File: config.mk
export PLATFORM = sky130hd
export DESIGN_NAME = wb_unit
export DESIGN_NICKNAME = d
export VERILOG_FILES = /design/src/rtl/wb_unit_pkg.sv /design/src/rtl/wb_lq.sv /design/src/rtl/wb_unit.sv
export SDC_FILE = /design/constraint.sdc
export NUM_CORES = 1
export LEC_CHECK = 0
export CAP_MARGIN = 10
export CORE_MARGIN = 2
export CORE_UTILIZATION = 43
export CTS_CLUSTER_SIZE = 16
export DETAILED_ROUTE_END_ITERATION = 10
export DONT_BUFFER_PORTS = 1
export HOLD_SLACK_MARGIN = 0.08
export PLACE_DENSITY = 0.58
export RECOVER_POWER = 100
export SYNTH_ARGS = -nofsm -noshare
export SYNTH_HDL_FRONTEND = slang
export SYNTH_SLANG_ARGS = --single-unit
File: constraint.sdc
create_clock -name clk -period 4.05 [get_ports clk]
set_input_delay 0.6075 -clock clk [delete_from_list [all_inputs] [get_ports clk]]
set_output_delay 0.6075 -clock clk [all_outputs]
set_load 0.005 [all_outputs]
File: src/rtl/wb_unit_pkg.sv
// Shared CPU definitions: register-file geometry and the write-request record
// used by the register file and the writeback unit.
package wb_unit_pkg;

  localparam int CPU_DW = 32;
  localparam int CPU_AW = 4;

  typedef struct packed {
    logic [CPU_AW-1:0] rd;
    logic              hl;
    logic [CPU_DW-1:0] data;
  } wr_req_t;

endpackage

File: src/rtl/wb_lq.sv
// Load-return FIFO: synchronous, head visible the cycle after push.
// A push while full is taken only when a pop happens in the same cycle.
module wb_lq #(
  parameter int  W     = 8,
  parameter int  DEPTH = 2,
  localparam int PW    = (DEPTH > 1) ? $clog2(DEPTH) : 1,
  localparam int CW    = $clog2(DEPTH + 1)
) (
  input  logic          clk,
  input  logic          reset,
  input  logic          push,
  input  logic [W-1:0]  din,
  input  logic          pop,
  output logic [W-1:0]  dout,
  output logic          empty,
  output logic          full,
  output logic [CW-1:0] count
);

  logic [W-1:0]  mem [DEPTH];
  logic [PW-1:0] rd_ptr;
  logic [PW-1:0] wr_ptr;
  logic          do_push;
  logic          do_pop;

  function automatic logic [PW-1:0] ptr_next(input logic [PW-1:0] p);
    return (p == PW'(DEPTH - 1)) ? '0 : p + 1'b1;
  endfunction

  assign empty   = (count == '0);
  assign full    = (count == CW'(DEPTH));
  assign do_pop  = pop && !empty;
  assign do_push = push && (!full || do_pop);
  assign dout    = mem[rd_ptr];

  always_ff @(posedge clk) begin
    if (do_push) mem[wr_ptr] <= din;
  end

  always_ff @(posedge clk) begin
    if (reset) begin
      rd_ptr <= '0;
      wr_ptr <= '0;
      count  <= '0;
    end else begin
      if (do_push) wr_ptr <= ptr_next(wr_ptr);
      if (do_pop)  rd_ptr <= ptr_next(rd_ptr);
      case ({do_push, do_pop})
        2'b10:   count <= count + 1'b1;
        2'b01:   count <= count - 1'b1;
        default: count <= count;
      endcase
    end
  end

endmodule

File: src/rtl/wb_unit.sv
// Writeback arbiter: ALU beats the load queue; winner drives the RF one cycle later.
// Loads back-pressure via ld_ready when the queue is full and not draining; pend tracks outstanding loads.
module wb_unit
  import wb_unit_pkg::*;
#(
  parameter int DW       = CPU_DW,
  parameter int AW       = CPU_AW,
  parameter int LQ_DEPTH = 2
) (
  input  logic                  clk,
  input  logic                  reset,
  input  logic                  alu_valid,
  input  logic [AW-1:0]         alu_rd,
  input  logic                  alu_hl,
  input  logic [DW-1:0]         alu_data,
  input  logic                  ld_valid,
  input  logic [AW-1:0]         ld_rd,
  input  logic                  ld_hl,
  input  logic [DW-1:0]         ld_data,
  output logic                  ld_ready,
  input  logic                  iss_valid,
  input  logic [AW-1:0]         iss_rd,
  input  logic                  iss_hl,
  output logic                  we,
  output logic [AW-1:0]         write_reg,
  output logic                  RF_HL,
  output logic [DW-1:0]         data_in,
  output logic [2*(2**AW)-1:0]  pend,
  output logic [1:0]            lq_cnt
);

  localparam int CW = $clog2(LQ_DEPTH + 1);

  wr_req_t       ld_req;
  wr_req_t       head;
  logic          lq_empty;
  logic          lq_full;
  logic          lq_pop;
  logic          ld_fire;
  logic [CW-1:0] cnt;

  assign ld_req   = '{rd: ld_rd, hl: ld_hl, data: ld_data};
  assign lq_pop   = !alu_valid && !lq_empty;
  // A full queue still accepts when its head leaves this same cycle.
  assign ld_ready = !lq_full || lq_pop;
  assign ld_fire  = ld_valid && ld_ready;
  assign lq_cnt   = 2'(cnt);

  wb_lq #(
    .W     ($bits(wr_req_t)),
    .DEPTH (LQ_DEPTH)
  ) u_lq (
    .clk   (clk),
    .reset (reset),
    .push  (ld_fire),
    .din   (ld_req),
    .pop   (lq_pop),
    .dout  (head),
    .empty (lq_empty),
    .full  (lq_full),
    .count (cnt)
  );

  always_ff @(posedge clk) begin
    if (reset) begin
      we        <= 1'b0;
      write_reg <= '0;
      RF_HL     <= 1'b0;
      data_in   <= '0;
    end else begin
      we <= alu_valid || lq_pop;
      if (alu_valid) begin
        write_reg <= alu_rd;
        RF_HL     <= alu_hl;
        data_in   <= alu_data;
      end else if (lq_pop) begin
        write_reg <= head.rd;
        RF_HL     <= head.hl;
        data_in   <= head.data;
      end
    end
  end

  // Set is written last so a new issue wins over a same-cycle retirement.
  always_ff @(posedge clk) begin
    if (reset) begin
      pend <= '0;
    end else begin
      if (lq_pop)    pend[{head.hl, head.rd}] <= 1'b0;
      if (iss_valid) pend[{iss_hl, iss_rd}]   <= 1'b1;
    end
  end

endmodule

# Yosys cells after proc, flatten, opt, wreduce, memory -nomap -nowiden
# Memory sizes are Yosys's and may differ from the RTL's. A register that Yosys moved wholly into a read port is not among the register bits.
# Index checks and enable logic that the tools add are counted.
[totals]
word_cells = 58
memories = 1
ramBits = 74
regBits = 74
out_inout_bits = 73
[mem_list]
columns = ["name", "depth", "width", "read_ports", "rd_ports_with_merged_regs", "wr", "line", "text"]
rows = [
  ["u_lq.mem", 2, 37, 1, 1, 1, "wb_lq.sv:20", "logic [W-1:0] mem [DEPTH];"],
]
[op_classes]
bitwise_logic = 3
n_mux = 20
eq_ne = 3
n_addsub = 4
n_reduce_logical = 15
magnitude_cmp = 4
[ops]
columns = ["operator", "n"]
rows = [
  ["$mux W32", 5],
  ["$and A32 B32 Y32", 1],
  ["$not A32 Y32", 1],
  ["$or A32 B32 Y32", 1],
  ["$lt A5 B6 Y1 const B", 2],
  ["$demux W1 S5", 2],
  ["$ge A5 B1 Y1 const B", 2],
  ["$mux W1", 10],
  ["$mux W4", 2],
  ["$logic_and A1 B1 Y1", 6],
  ["$eq A2 B2 Y1 const B", 2],
  ["$pmux W2 S2", 1],
  ["$reduce_bool A2 Y1", 2],
  ["$logic_not A1 Y1", 3],
  ["$logic_or A1 B1 Y1", 3],
  ["$add A1 B1 Y1 const B", 2],
  ["$add A2 B1 Y2 const B", 1],
  ["$eq A2 B1 Y1 const B", 1],
  ["$logic_not A2 Y1", 1],
  ["$sub A2 B1 Y2 const B", 1],
]

# Depth between registers and ports, before layout
# Gate-level depths: netlist of run 1.
[depth]
ltp_word = 10
ltp_mapped = 8
mapped_depth_nobuf = 6

# Cells and area by module
# Synthesis of run 1 repeated with hierarchy kept, for this count alone.
[unflattened]
cells_unflattened = 515
hier_area_um2 = 6063.3
[modules_own_cells]
columns = ["mod", "cells_per_inst", "area_each_um2", "seq_area_each_um2", "instances"]
rows = [
  ["wb_unit", 370, 3136.8, 1401.3, 1],
  ["wb_lq", 145, 2926.6, 2322.2, 1],
]

# Least setup slack after synthesis of run 1
# Ideal clock, no wire load.
[synth_timing]
path_kind = "in2reg"
from = "input port alu_valid"
to = "memory u_lq.mem[0][0] (netlist bit) (enable)"
setup_time_ns = 0.431
slack_ns = 0.883
cell_stages = 5
t_arrival_ns = 2.736
required_time_ns = 3.619
n_path_buf = 2
cell_sequence = "clkbuf_1 -> clkbuf_1 -> nand3b_1 -> nand2_1 -> nor2_1"
[synth_between]
elab_chain_len = 7
[synth_lines]
columns = ["item", "line", "text"]
rows = [
  ["from (decl)", "wb_unit.sv:12", "input logic alu_valid,"],
  ["$logic_not A1 Y1", "wb_unit.sv:43", "assign lq_pop = !alu_valid && !lq_empty;"],
  ["$logic_and A1 B1 Y1", "wb_unit.sv:43", ""],
  ["$logic_or A1 B1 Y1", "wb_unit.sv:45", "assign ld_ready = !lq_full || lq_pop;"],
  ["named net ld_ready", "wb_unit.sv:20", "output logic ld_ready,"],
  ["$logic_and A1 B1 Y1", "wb_unit.sv:46", "assign ld_fire = ld_valid && ld_ready;"],
  ["$logic_and A1 B1 Y1", "wb_lq.sv:33", "assign do_push = push && (!full || do_pop);"],
  ["$mux W1", "wb_lq.sv:37", "if (do_push) mem[wr_ptr] <= din;"],
  ["$mux W1 (implied by the code)", "wb_lq.sv:37", ""],
  ["to (decl)", "wb_lq.sv:20", ""],
]
# The timed path passes the listed nets, and every way through them passes these cells.

# Worst setup path after layout of run 1
[layout_timing]
from = "register u_lq.count[0]"
to = "memory u_lq.mem[0][3] (netlist bit) (enable)"
[layout_between]
elab_chain_len = 8
[layout_lines]
columns = ["item", "line", "text"]
rows = [
  ["from (decl)", "wb_lq.sv:17", "output logic [CW-1:0] count"],
  ["from (signal assigned)", "wb_lq.sv:49", "2'b10: count <= count + 1'b1;"],
  ["from (signal assigned)", "wb_lq.sv:50", "2'b01: count <= count - 1'b1;"],
  ["from (signal assigned)", "wb_lq.sv:51", "default: count <= count;"],
  ["$logic_not A2 Y1", "wb_lq.sv:30", "assign empty = (count == '0);"],
  ["$logic_not A1 Y1", "wb_unit.sv:43", ""],
  ["$logic_and A1 B1 Y1", "wb_unit.sv:43", ""],
  ["$logic_or A1 B1 Y1 (*)", "wb_unit.sv:45", ""],
  ["named net ld_ready", "wb_unit.sv:20", ""],
  ["$logic_and A1 B1 Y1 (*)", "wb_unit.sv:46", ""],
  ["$logic_and A1 B1 Y1 (*)", "wb_lq.sv:33", ""],
  ["$mux W1 (*)", "wb_lq.sv:37", ""],
  ["$mux W1 (implied by the code) (*)", "wb_lq.sv:37", ""],
]
# The timed path passes the listed nets; every way through them passes the cells marked *.

==> results of run 1 <==
power groups by stage:
stage          clock network [mW]  registers (mW)  logic, mW
2_1_floorplan                   0            1.89      0.794
3_3_place_gp                    0            1.95      0.878
3_5_place_dp                    0            1.96      0.892
4_1_cts                      1.51            1.92      0.894
5_1_grt                      1.56            1.95      0.995
6_report                     1.47            1.92      0.880
final cells by class:
cell class                      instances  area, um2  area share, %
Clock buffer                           18      429.2          6.438
Clock inverter                         14      128.9          1.933
Inverter                                1      3.754        0.05631
Multi-Input combinational cell        368       2128          31.93
Sequential cell                       149       3724          55.86
Tap cell                              180      225.2          3.378
Timing Repair Buffer                    4      27.53         0.4129
routing by layer:
layer	global-route usage, %	wire, um	up-vias
met3	7.959	1370	25
met4	8.980	276	0
li1	-	-	1916
met2	29.19	6359	140
met5	0	0	-
met1	20.77	5369	1867
Yosys cell counts (all sizes together), types with 2 or more instances:
master and count:
dfxtp 75, nand3 9, buf 15, edfxtp 74, nand2 103, nor4bb 2
xnor2 3, nor3 2, nor2b 32, a21oi 38, mux2 5, a211o 35
or3 3, nor2 49, nor3b 5, o21ai 35, and3b 3, mux2i 35
clkbuf 19
through the flow:
| step | cell area (um2) | hold slack [ns] | std cells |
|---|---|---|---|
| after floorplan | 5998 | 0.4813 | 552 |
| after global placement | 6122 | 0.4963 | 702 |
| after detailed placement | 6122 | 0.5058 | 702 |
| after CTS | 6680 | 0.2330 | 734 |
| after global routing | 6666 | 0.2430 | 734 |
| final | 6666 | 0.2715 | 734 |
worst min path at each step:
| stage | slack [ns] | end | from |
|---|---|---|---|
| after floorplan | 0.48 | flip-flop | u_lq.rd_ptr |
| after global placement | 0.50 | u_lq.rd_ptr | u_lq.rd_ptr |
| after detailed placement | 0.51 | u_lq.rd_ptr | u_lq.rd_ptr |
| after CTS | 0.23 | RF_HL | reset |
| after global routing | 0.24 | data_in[3] | reset |
| final | 0.27 | RF_HL | reset |
worst register-to-register path, stage by stage (launching register included):
cell and delay, ns:
sky130_fd_sc_hd__dfxtp_1 0.47, sky130_fd_sc_hd__nand3b_1 0.19, sky130_fd_sc_hd__nand2_1 0.17, sky130_fd_sc_hd__nor2_2 1.45
kinds of logic after synthesis:
group | count (synthesis) | share of synthesized area, %
xor gates and xnor gates | 4 | 0.5842
and+or+nand+nor | 214 | 16.40
adders and majority gates | 1 | 0.2086
AOI/OAI and AO/OA | 109 | 11.37
buffers and inverters | 35 | 2.524
muxes | 40 | 6.842
DFF | 149 | 62.08
==> metrics.md, run 1 <==
| Metric | Value |
|---|---|
| Final Skew | approximately 0.01 ns |
| CTS HTree Levels | 4 |
| Slowest cell on the critical path | sky130_fd_sc_hd__nor2_2 |
| Power per standard cell area | between 600 and 700 nW/um2 |
| Number of antenna diodes | 0 |
| Hold path depth | 1 |
| Register with the highest flop count | u_lq.mem |
| Place WS | ~1.7 ns |
| Global-route total usage across every layer | approximately 18% |
| FF-to-FF Start | u_lq.count[0] |
| Share of layout cells above drive strength 1 | roughly 7.4% |
| Clock buffer depth | 2 |
| CTS root buffer | sky130_fd_sc_hd__clkbuf_16 |
| Logic depth of the worst path, buffers included | 3 |
| Utilization after layout | 48.40% |
| Antenna violations before repair | 0 |
| Floorplan row count | 43 |
| Violations in the final reports | max-capacitance violations, max-slew violations |
| Number of design-rule violations left by the first detailed-router iteration | approximately 280 |
| Depth of the most critical reg-to-reg path | 3 |
| Clk sink count | approximately 150 |
| Pwr Total | ~4.3 mW |
| Leading registers by flop count | u_lq.mem (74), data_in (32), pend (32) |
| Post-Synthesis Cell Area | approximately 6000 um2 |
| Worst voltage drop across the vdd grid | ~0.0003 V |
| Sort of element at the start of the critical path | flip-flop |
| Capturing point of the worst reg2reg path | u_lq.mem[0][3] |
| Final HPWL from detailed placement | a little under 9 mm |
| Yosys top cell area share | a little under two fifths |
| FF-to-FF setup slack | around 1.3 ns |
| Async set-reset flop share out of synthesis | 0% |
| Total Nets Final | around 630 |
| Post-CTS setup repair buffer count | 0 |
| Family of cells with the greatest summed delay on the critical path | simple AND/OR/NAND/NOR gates |
| Required @ worst endpoint | 4.05 ns |
| Path type of the worst min-delay path | input pin to flip-flop |
| Net switching power figure | 1.264 mW |
| Period Utilization, post-route | ~67% |
| Routed via count divided by cell count | about 5.4 |
| Area added between synthesis and finish | 11.14% |
| Capture point of the worst path | u_lq.mem[0][3] |
| Number of flip-flops and latches in the synthesized netlist | ~150 |
| Max incr delay on CP | ~1.5 ns |
| DR vias | around 3900 |
| Count of endpoints failing hold in the final timing report | 0 |
| WP data arrival | around 2.7 ns |
| Syn_area_per_cell | around 11 um2 |
| Net Sw Frac | just under 30% |
| Count of warnings emitted by yosys | 0 |
| Core Region | approximately 14000 um2 |
| Unrepaired setup endpoints after global routing | no |
| WS Path Type | flip-flop to flip-flop |
| Remaining antenna violation count after routing | 0 |
| Cell internal pwr | around 3.0 mW |
| Primary flip-flop cell chosen by synthesis mapping | sky130_fd_sc_hd__dfxtp_1 |
| Timing startpoint of the critical path | u_lq.count[0] |
| Number of violations of the max-capacitance limit | 2 |
| Run status | finished with violations |
| Largest cells by area after synthesis | sky130_fd_sc_hd__edfxtp_1, sky130_fd_sc_hd__dfxtp_1, sky130_fd_sc_hd__nand2_1 |
| RD Place Congestion | ~0.79 |
| Crit path cell chain | nand3b_1 -> nand2_1 -> nor2_2 |
| Global-route congestion overflow total | 0 |
| Post-detailed-route wirelength per cell | between 15 and 20 um |
| Min Clock Period, post-route | around 2.7 ns |
| Port Buf Inserts | 0 |
| Actual transition at the worst max-transition pin | between 1.5 and 2 ns |
| I/O pins | between 150 and 200 |
| Post-route DRC violation count | 0 |
| Sequential fraction of design power | roughly 45% |
| Largest net degree at the start of global routing | 80 |
| Top library cells by usage in the layout, fill and taps aside | sky130_fd_sc_hd__nand2_1, sky130_fd_sc_hd__dfxtp_1, sky130_fd_sc_hd__edfxtp_1, sky130_fd_sc_hd__nor2_1, sky130_fd_sc_hd__a21oi_1 |
| Leak pwr | between 2 and 2.5 nW |
| Combinational group share of total power | approximately 20% |
| Gate count after technology mapping | approximately 550 |
| Clock group share of total power | 34.3% |
| Post-CTS sizing | 0 |
| Clk_lat worst skew | roughly 0.42 ns |
| WL final | 13.38 mm |
| Hold-fix buffers, CTS | 0 |
| Number of global-route vias before repair | 3881 |
| Global-route wire length before repair | between 20 and 25 mm |
| Maximum operating frequency | 369.7 MHz |
| Number of distinct standard cells referenced by the synthesized netlist | 33 |
| Dominant cell type by area after synthesis | sky130_fd_sc_hd__edfxtp_1 |
| Die Wd | around 120 um |
| Number of slew-limit violations in the final report | 76 |
| Initial cell density of the core | between 40% and 50% |
| Post-route worst setup slack | between 1 and 1.5 ns |
| Relative slew slack | -28.85% |
| Number of flops mapped to enable cells by yosys | 74 |
| Fillers | 1297 |
| Clock slew seen by the registers of the worst setup and hold paths | 0.06 ns |
| Clock tree from TritonCTS | built |
| Height of the die | about 120 um |
| Detailed Routing Iterations Pass 1 | 4 |
| Critical path fanouts, max | 37 |
| Leading cell type in the layout, fill and taps excluded | sky130_fd_sc_hd__nand2_1 |
| Setup TNS after final layout | 0 ns |
| Setup violation total in the final timing report | 0 |
| Sum of buffers and inverters on the critical path | 0 |
| Sequential fraction of the synthesis area | 62.08% |
| Num CTS Buffers | 17 |
| Post-synth net total | about 640 |
| DIE AREA | 14910 um2 |
| Capturing element type of the critical path | flip-flop |
| Largest register FFs | 74 |
(Power assumes the default switching activity.)
==> run 2, diff against run 1 <==
clock period = 2.78 ns   (was 4.05 ns; I/O delays follow)
==> run 2 against run 1 <==
Against the previous run:
- the flow now finishes without violations
- global-route usage is 0.063 points lower
- setup slack worse by 0.63 ns
- first-iteration DRC count is 11% lower
- via count is 4.3% higher
- wire length is 1.3% lower
- clock-buffer cell count stayed put
- critical path depth is 1 higher
- core utilization is 3.5 points higher
- design area is 7.3% higher
- sequential cell count stayed put
- clock power is 65% higher
==> metrics.md, run 2 (same netlist as run 1, synthesis figures left out) <==
| Metric | Value |
|---|---|
| Antenna violations before repair | 0 (unchanged) |
| WP data arrival | 2.43 ns (-0.28 ns) |
| Leading registers by flop count | u_lq.mem (74), data_in (32), pend (32) |
| Unrepaired setup endpoints after global routing | no |
| Number of design-rule violations left by the first detailed-router iteration | 250 (-11%) |
| Post-CTS sizing | 0 (unchanged) |
| Sequential fraction of design power | 42.1% (-2.9 points) |
| FF-to-FF setup slack | 0.71 ns (-0.63 ns) |
| CTS HTree Levels | 4 (unchanged) |
| Sequential Area | 3724 um2 (unchanged) |
| Global-route wire length before repair | 20.55 mm (+0.41%) |
| Power per standard cell area | 919.5 nW/um2 (+44%) |
| Required @ worst endpoint | 3.14 ns (-0.91 ns) |
| Core Region | 13770 um2 (unchanged) |
| Number of slew-limit violations in the final report | 0 (-100%) |
| Final Skew | 0.009188 ns (-0.0009819 ns) |
| Net Sw Frac | 28.59% (-1.0 points) |
| Clock group share of total power | 36.9% (+2.6 points) |
| Met3 Wirelength | 953 um (-30%) |
| Final cell count without fillers | 774 (+5.4%) |
| Hold path depth | 2 (+1) |
| Global-route congestion overflow total | 0 (unchanged) |
| Actual transition at the worst max-transition pin | 1.155 ns (-0.7761 ns) |
| Period Utilization, post-route | 74.38% (+7.6 points) |
| Clock tree from TritonCTS | built |
| Initial cell density of the core | 43.55% (unchanged) |
| Sum of buffers and inverters on the critical path | 0 (unchanged) |
| CTS root buffer | sky130_fd_sc_hd__clkbuf_16 |
| Wire length on met2 | 6.634 mm (+4.3%) |
| Min Clock Period, post-route | 2.068 ns (-0.6373 ns) |
| Crit path cell chain | nor3_1 -> o21ai_0 -> o21ai_0 -> nand2_1 |
| Top library cells by usage in the layout, fill and taps aside | sky130_fd_sc_hd__nand2_1, sky130_fd_sc_hd__dfxtp_1, sky130_fd_sc_hd__edfxtp_1, sky130_fd_sc_hd__nor2_1, sky130_fd_sc_hd__a21oi_1 |
| Maximum operating frequency | 483.6 MHz (+31%) |
| Cell internal pwr | 4.696 mW (+56%) |
| Depth of the most critical reg-to-reg path | 4 (+1) |
| Capturing point of the worst reg2reg path | pend[4] |
| Hold-critical path endpoint | data_in[19] |
| Capturing element type of the critical path | flip-flop |
| Cell total after placement | 704 (+0.28%) |
| Net switching power figure | 1.880 mW (+49%) |
| Area of combinational cells with multiple inputs | 2123 um2 (-0.23%) |
| Number of violations of the max-capacitance limit | 0 (-2) |
| I/O pins | 157 (unchanged) |
| DR vias | 4116 (+4.3%) |
| Utilization after layout | 51.93% (+3.5 points) |
| Combinational group share of total power | 21.1% (+0.5 points) |
| Critical path fanouts, max | 13 (-65%) |
| Count of endpoints failing hold in the final timing report | 0 (unchanged) |
| Final HPWL from detailed placement | 8.690 mm (about the same) |
| Setup TNS after final layout | 0 ns (unchanged) |
| Area added between synthesis and finish | 19.23% |
| Worst voltage drop across the vdd grid | 0.0005936 V (+97%) |
| Leak pwr | 2.714 nW (+8.6%) |
| Path type of the worst min-delay path | input pin to flip-flop |
| Post-detailed-route wirelength per cell | 17.06 um (-6.4%) |
| Setup violation total in the final timing report | 0 (unchanged) |
| Routed length on met1 | 5.383 mm (+0.26%) |
| Clk_lat worst skew | 0.42 ns (about the same) |
| Port Buf Inserts | 0 (unchanged) |
| Clock buffer depth | 2 (unchanged) |
| Detailed Routing Iterations Pass 1 | 4 (unchanged) |
| Relative slew slack | 22.22% (+51 points) |
| Total Nets Final | 666 (+6.4%) |
| WS Path Type | flip-flop to flip-flop |
| DIE AREA | 14910 um2 (unchanged) |
| Floorplan row count | 43 (unchanged) |
| Remaining antenna violation count after routing | 0 (unchanged) |
| Post-route DRC violation count | 0 (unchanged) |
| Slowest cell on the critical path | sky130_fd_sc_hd__o21ai_0 |
| Family of cells with the greatest summed delay on the critical path | compound AO/OA/AOI/OAI gates |
| DR top layer | met4 |
| Height of the die | 122.1 um (unchanged) |
| Register with the highest flop count | u_lq.mem |
| Num CTS Buffers | 17 (unchanged) |
| RD Place Congestion | 0.7863 (-0.74%) |
| Clock slew seen by the registers of the worst setup and hold paths | 0.06 ns (about the same) |
| Routed via count divided by cell count | 5.318 (-1.1%) |
| Sort of element at the start of the critical path | flip-flop |
| Worst hold start | alu_data[19] |
| Share of layout cells above drive strength 1 | 7.576% (+0.18 points) |
| Run status | finished clean |
| Number of antenna diodes | 0 (unchanged) |
| Cell mode on critical path | sky130_fd_sc_hd__o21ai_0 |
| Largest net degree at the start of global routing | 79 (-1.3%) |
| Largest register FFs | 74 (unchanged) |
| Die Wd | 122.1 um (unchanged) |
| Clk sink count | 149 (unchanged) |
| Global-route total usage across every layer | 18.14% (-0.063 points) |
| Max incr delay on CP | 0.91 ns (-0.54 ns) |
| Post-CTS setup repair buffer count | 0 (unchanged) |
| Leading cell type in the layout, fill and taps excluded | sky130_fd_sc_hd__nand2_1 |
| WL final | 13.20 mm (-1.3%) |
| Number of global-route vias before repair | 4055 (+4.5%) |
| Fillers | 1248 (-3.8%) |
run 2: changes by cell type in the layout (fill, tap and decap cells not counted), sizes merged:
cell	before	now
bufinv	1	4
clkinvlp	2	1
buf	3	7
clkinv	8	6
clkbuf	19	18
dlygate4sd3	0	37
run 2: cell type report:
class | count | area share, %
inverter | 1 | 0.05248
multi-input combinational | 368 | 29.69
tap | 180 | 3.149
clock buffer | 18 | 6.001
clock inverter | 14 | 2.782
sequential | 149 | 52.06
timing repair buffer | 44 | 6.263
run 2: worst reg2reg max path, stage by stage (launching register included):
cell,delay (ns)
sky130_fd_sc_hd__dfxtp_1,0.64
sky130_fd_sc_hd__nor3_1,0.10
sky130_fd_sc_hd__o21ai_0,0.91
sky130_fd_sc_hd__o21ai_0,0.26
sky130_fd_sc_hd__nand2_1,0.11
run 2: worst max-delay path by stage:
stage | start | to | cells past startpoint
detailed placement | u_lq.count[0] | data_in[5] | 5
global placement | flip-flop | pend[14] | 4
floorplan | alu_valid | u_lq.mem[0][0] | 5
finish | flip-flop | pend[4] | 4
CTS | u_lq.count[0] | data_in[11] | 5
global route | u_lq.count[0] | u_lq.mem[0][5] | 4
run 2: through the flow:
step	cell area, um2	power [mW]	worst slack [ns]	hold slack (ns)
final	7152	6.576	0.7122	0.1340
after global routing	7152	6.930	0.5407	0.1135
after floorplan	5998	3.912	-0.1968	0.4813
after detailed placement	6150	4.164	0.8548	0.4972
after CTS	7168	6.656	0.8335	0.1117
after global placement	6150	4.134	0.9018	0.4971
run 2: routing by layer:
metal / global-route usage (%) / vias up
met4: 7.759 / 0
met1: 20.46 / 1963
met2: 30.97 / 123
li1: - / 2007
met3: 6.554 / 23
met5: 0 / -
run 2: repair_timing:
item | 4_1_cts | 5_1_grt
endpoints found under the setup margin | 0 | 0
hold buffers | 38 | 0
hold endpoints to repair | 117 | 0
run 2: power groups by stage:
stage / logic (mW) / clock network (mW) / registers (mW)
after floorplan: 1.16 / 0 / 2.76
after global placement: 1.32 / 0 / 2.81
after detailed placement: 1.34 / 0 / 2.82
after CTS: 1.41 / 2.47 / 2.77
after global routing: 1.57 / 2.57 / 2.79
final: 1.39 / 2.42 / 2.77
==> run 3, diff against run 2 <==
clock period = 2 ns   (was 2.78 ns; I/O delays follow)
==> run 3 against run 2 <==
Against the previous run:
- sequential cell count unchanged
- sequential power rose by 39%
- sequential share of layout area shrank 5.9 points
- die area is the same
- clock-buffer cell count decreased by 1
- first-iteration DRC count is 12% higher
- clock power increased by 33%
- fmax rose by 8.6%
==> metrics.md, run 3 (same netlist as run 1, synthesis figures left out) <==
| Metric | Value |
|---|---|
| Num CTS Buffers | 17 (unchanged) |
| Max incr delay on CP | 0.57 ns (-0.34 ns) |
| DIE AREA | 14910 um2 (unchanged) |
| Combinational group share of total power | 25.4% (+4.3 points) |
| Number of violations of the max-capacitance limit | 0 (unchanged) |
| Height of the die | 122.1 um (unchanged) |
| Largest register FFs | 74 (unchanged) |
| Slowest cell on the critical path | sky130_fd_sc_hd__dlygate4sd3_1 |
| Initial cell density of the core | 43.55% (unchanged) |
| DR vias | 4607 (+12%) |
| Critical path fanouts, max | 21 (+8) |
| Crit path cell chain | buf_6 -> mux2i_1 -> a211o_1 -> a21oi_1 -> dlygate4sd3_1 |
| Leading cell type in the layout, fill and taps excluded | sky130_fd_sc_hd__dlygate4sd3_1 |
| Largest net degree at the start of global routing | 76 (-3.8%) |
| Power per standard cell area | 1175 nW/um2 (+28%) |
| Global-route wire length before repair | 24.24 mm (+18%) |
| Register with the highest flop count | u_lq.mem |
| Setup violation total in the final timing report | 0 (unchanged) |
| Clock buffer depth | 2 (unchanged) |
| Period Utilization, post-route | 95.20% (+21 points) |
| WP data arrival | 2.27 ns (-0.16 ns) |
| Required @ worst endpoint | 2.37 ns (-0.77 ns) |
| Clk_lat worst skew | 0.42 ns (about the same) |
| Global-route congestion overflow total | 0 (unchanged) |
| Number of antenna diodes | 0 (unchanged) |
| Clk sink count | 149 (unchanged) |
| Detailed Routing Iterations Pass 1 | 6 (+2) |
| Capturing element type of the critical path | flip-flop |
| Floorplan row count | 43 (unchanged) |
| Met1 layer usage reported by global route | 24.13% (+3.7 points) |
| Total Nets Final | 760 (+14%) |
| Pwr Total | 9.487 mW (+44%) |
| WS Path Type | flip-flop to flip-flop |
| Port Buf Inserts | 0 (unchanged) |
| Met3 Use GR | 6.601% (+0.047 points) |
| WL final | 15.77 mm (+19%) |
| Core Region | 13770 um2 (unchanged) |
| Sequential fraction of design power | 40.5% (-1.6 points) |
| Final Skew | 0.008021 ns (-0.001167 ns) |
| Share of layout cells above drive strength 1 | 8.430% (+0.85 points) |
| Die Wd | 122.1 um (unchanged) |
| Post-detailed-route wirelength per cell | 18.16 um (+6.5%) |
| Min Clock Period, post-route | 1.904 ns (-0.1638 ns) |
| Utilization after layout | 58.61% (+6.7 points) |
| Net switching power figure | 2.825 mW (+50%) |
| Number of design-rule violations left by the first detailed-router iteration | 279 (+12%) |
| Routed via count divided by cell count | 5.308 (-0.19%) |
| Area added between synthesis and finish | 34.58% |
| Actual transition at the worst max-transition pin | 0.6358 ns (-0.5187 ns) |
| Relative slew slack | 57.33% (+35 points) |
| Post-CTS setup repair buffer count | 0 (unchanged) |
| Worst voltage drop across the vdd grid | 0.0008090 V (+36%) |
| Path type of the worst min-delay path | input pin to flip-flop |
| Post-route DRC violation count | 0 (unchanged) |
| Run status | finished clean |
| Unrepaired setup endpoints after global routing | no |
| Final HPWL from detailed placement | 8.889 mm (+2.3%) |
| Count of endpoints failing hold in the final timing report | 0 (unchanged) |
| Top library cells by usage in the layout, fill and taps aside | sky130_fd_sc_hd__dlygate4sd3_1, sky130_fd_sc_hd__nand2_1, sky130_fd_sc_hd__edfxtp_1, sky130_fd_sc_hd__dfxtp_1, sky130_fd_sc_hd__nor2_1 |
| Cell internal pwr | 6.662 mW (+42%) |
| Clock slew seen by the registers of the worst setup and hold paths | 0.06 ns (about the same) |
| Antenna violations before repair | 0 (unchanged) |
| Fillers | 1142 (-8.5%) |
| Leak pwr | 3.086 nW (+14%) |
| Number of slew-limit violations in the final report | 0 (unchanged) |
| Leading registers by flop count | u_lq.mem (74), data_in (32), pend (32) |
| Layer carrying the most global-route usage | met2 |
| CTS HTree Levels | 4 (unchanged) |
| Maximum operating frequency | 525.2 MHz (+8.6%) |
| Number of global-route vias before repair | 4823 (+19%) |
| Met2 track utilization from global routing | 37.40% (+6.4 points) |
| Remaining antenna violation count after routing | 0 (unchanged) |
| Global-route total usage across every layer | 21.42% (+3.3 points) |
| CTS root buffer | sky130_fd_sc_hd__clkbuf_16 |
| RD Place Congestion | 0.8009 (+1.9%) |
| Sort of element at the start of the critical path | flip-flop |
| Clock tree from TritonCTS | built |
| I/O pins | 157 (unchanged) |
| Net Sw Frac | 29.78% (+1.2 points) |
| Clock group share of total power | 34.0% (-2.9 points) |
## run 3: through the flow
step | worst slack (ns) | hold slack [ns] | area (um2) | cells | TNS [ns]
after floorplan | -0.2645 | 0.3989 | 6003 | 552 | -19.57
after global placement | 0.2998 | 0.3827 | 6290 | 716 | 0
after detailed placement | 0.2159 | 0.3844 | 6290 | 716 | 0
after CTS | 0.01657 | 0.1209 | 8112 | 867 | 0
after global routing | 0.008551 | 0.1795 | 8073 | 868 | 0
final | 0.09603 | 0.1365 | 8073 | 868 | 0
## run 3: routing by layer
metal / share of wire, % / vias to the layer above
li1: - / 2188
met1: 39 / 2229
met2: 51 / 162
met3: 7.5 / 28
met4: 2.3 / 0
met5: 0 / -
## run 3: layout make-up
type                       instances  area [um2]  area share [%]
inverter                           1       3.754         0.04650
sequential                       149        3727           46.17
clock inverter                    15       177.7           2.201
tap                              180       225.2           2.790
multi-input combinational        368        2126           26.33
timing repair buffer             138        1388           17.19
clock buffer                      17       425.4           5.270
## run 3: critical path, delay by kind of cell, from the launching register on
kind	cells	cell delay, ns
buffers and inverters	2	0.85
DFF	1	0.38
muxes	1	0.15
AOI/OAI and AO/OA	2	0.45
## run 3: path summary, 6_finish.rpt
path / start / endpoint / slack, ns / cells after the start
max: flip-flop / data_in[18] / 0.1 / 5
max reg2reg: flip-flop / data_in[18] / 0.1 / 5
min reg2reg: u_lq.rd_ptr / u_lq.rd_ptr / 0.52 / 2
min: iss_rd[3] / pend[14] / 0.14 / 4
## run 3: what timing repair did
item / CTS / global route
hold buffers: 119 / 0
hold endpoints to repair: 149 / 0
resized for setup: 0 / 6
setup endpoints to repair: 0 / 15
## run 3: power groups by stage
stage	clock network, mW	registers, mW	logic, mW
2_1_floorplan	0	3.83	1.61
3_3_place_gp	0	3.88	2.01
3_5_place_dp	0	3.90	2.05
4_1_cts	3.28	3.83	2.36
5_1_grt	3.42	3.88	2.65
6_report	3.23	3.84	2.41
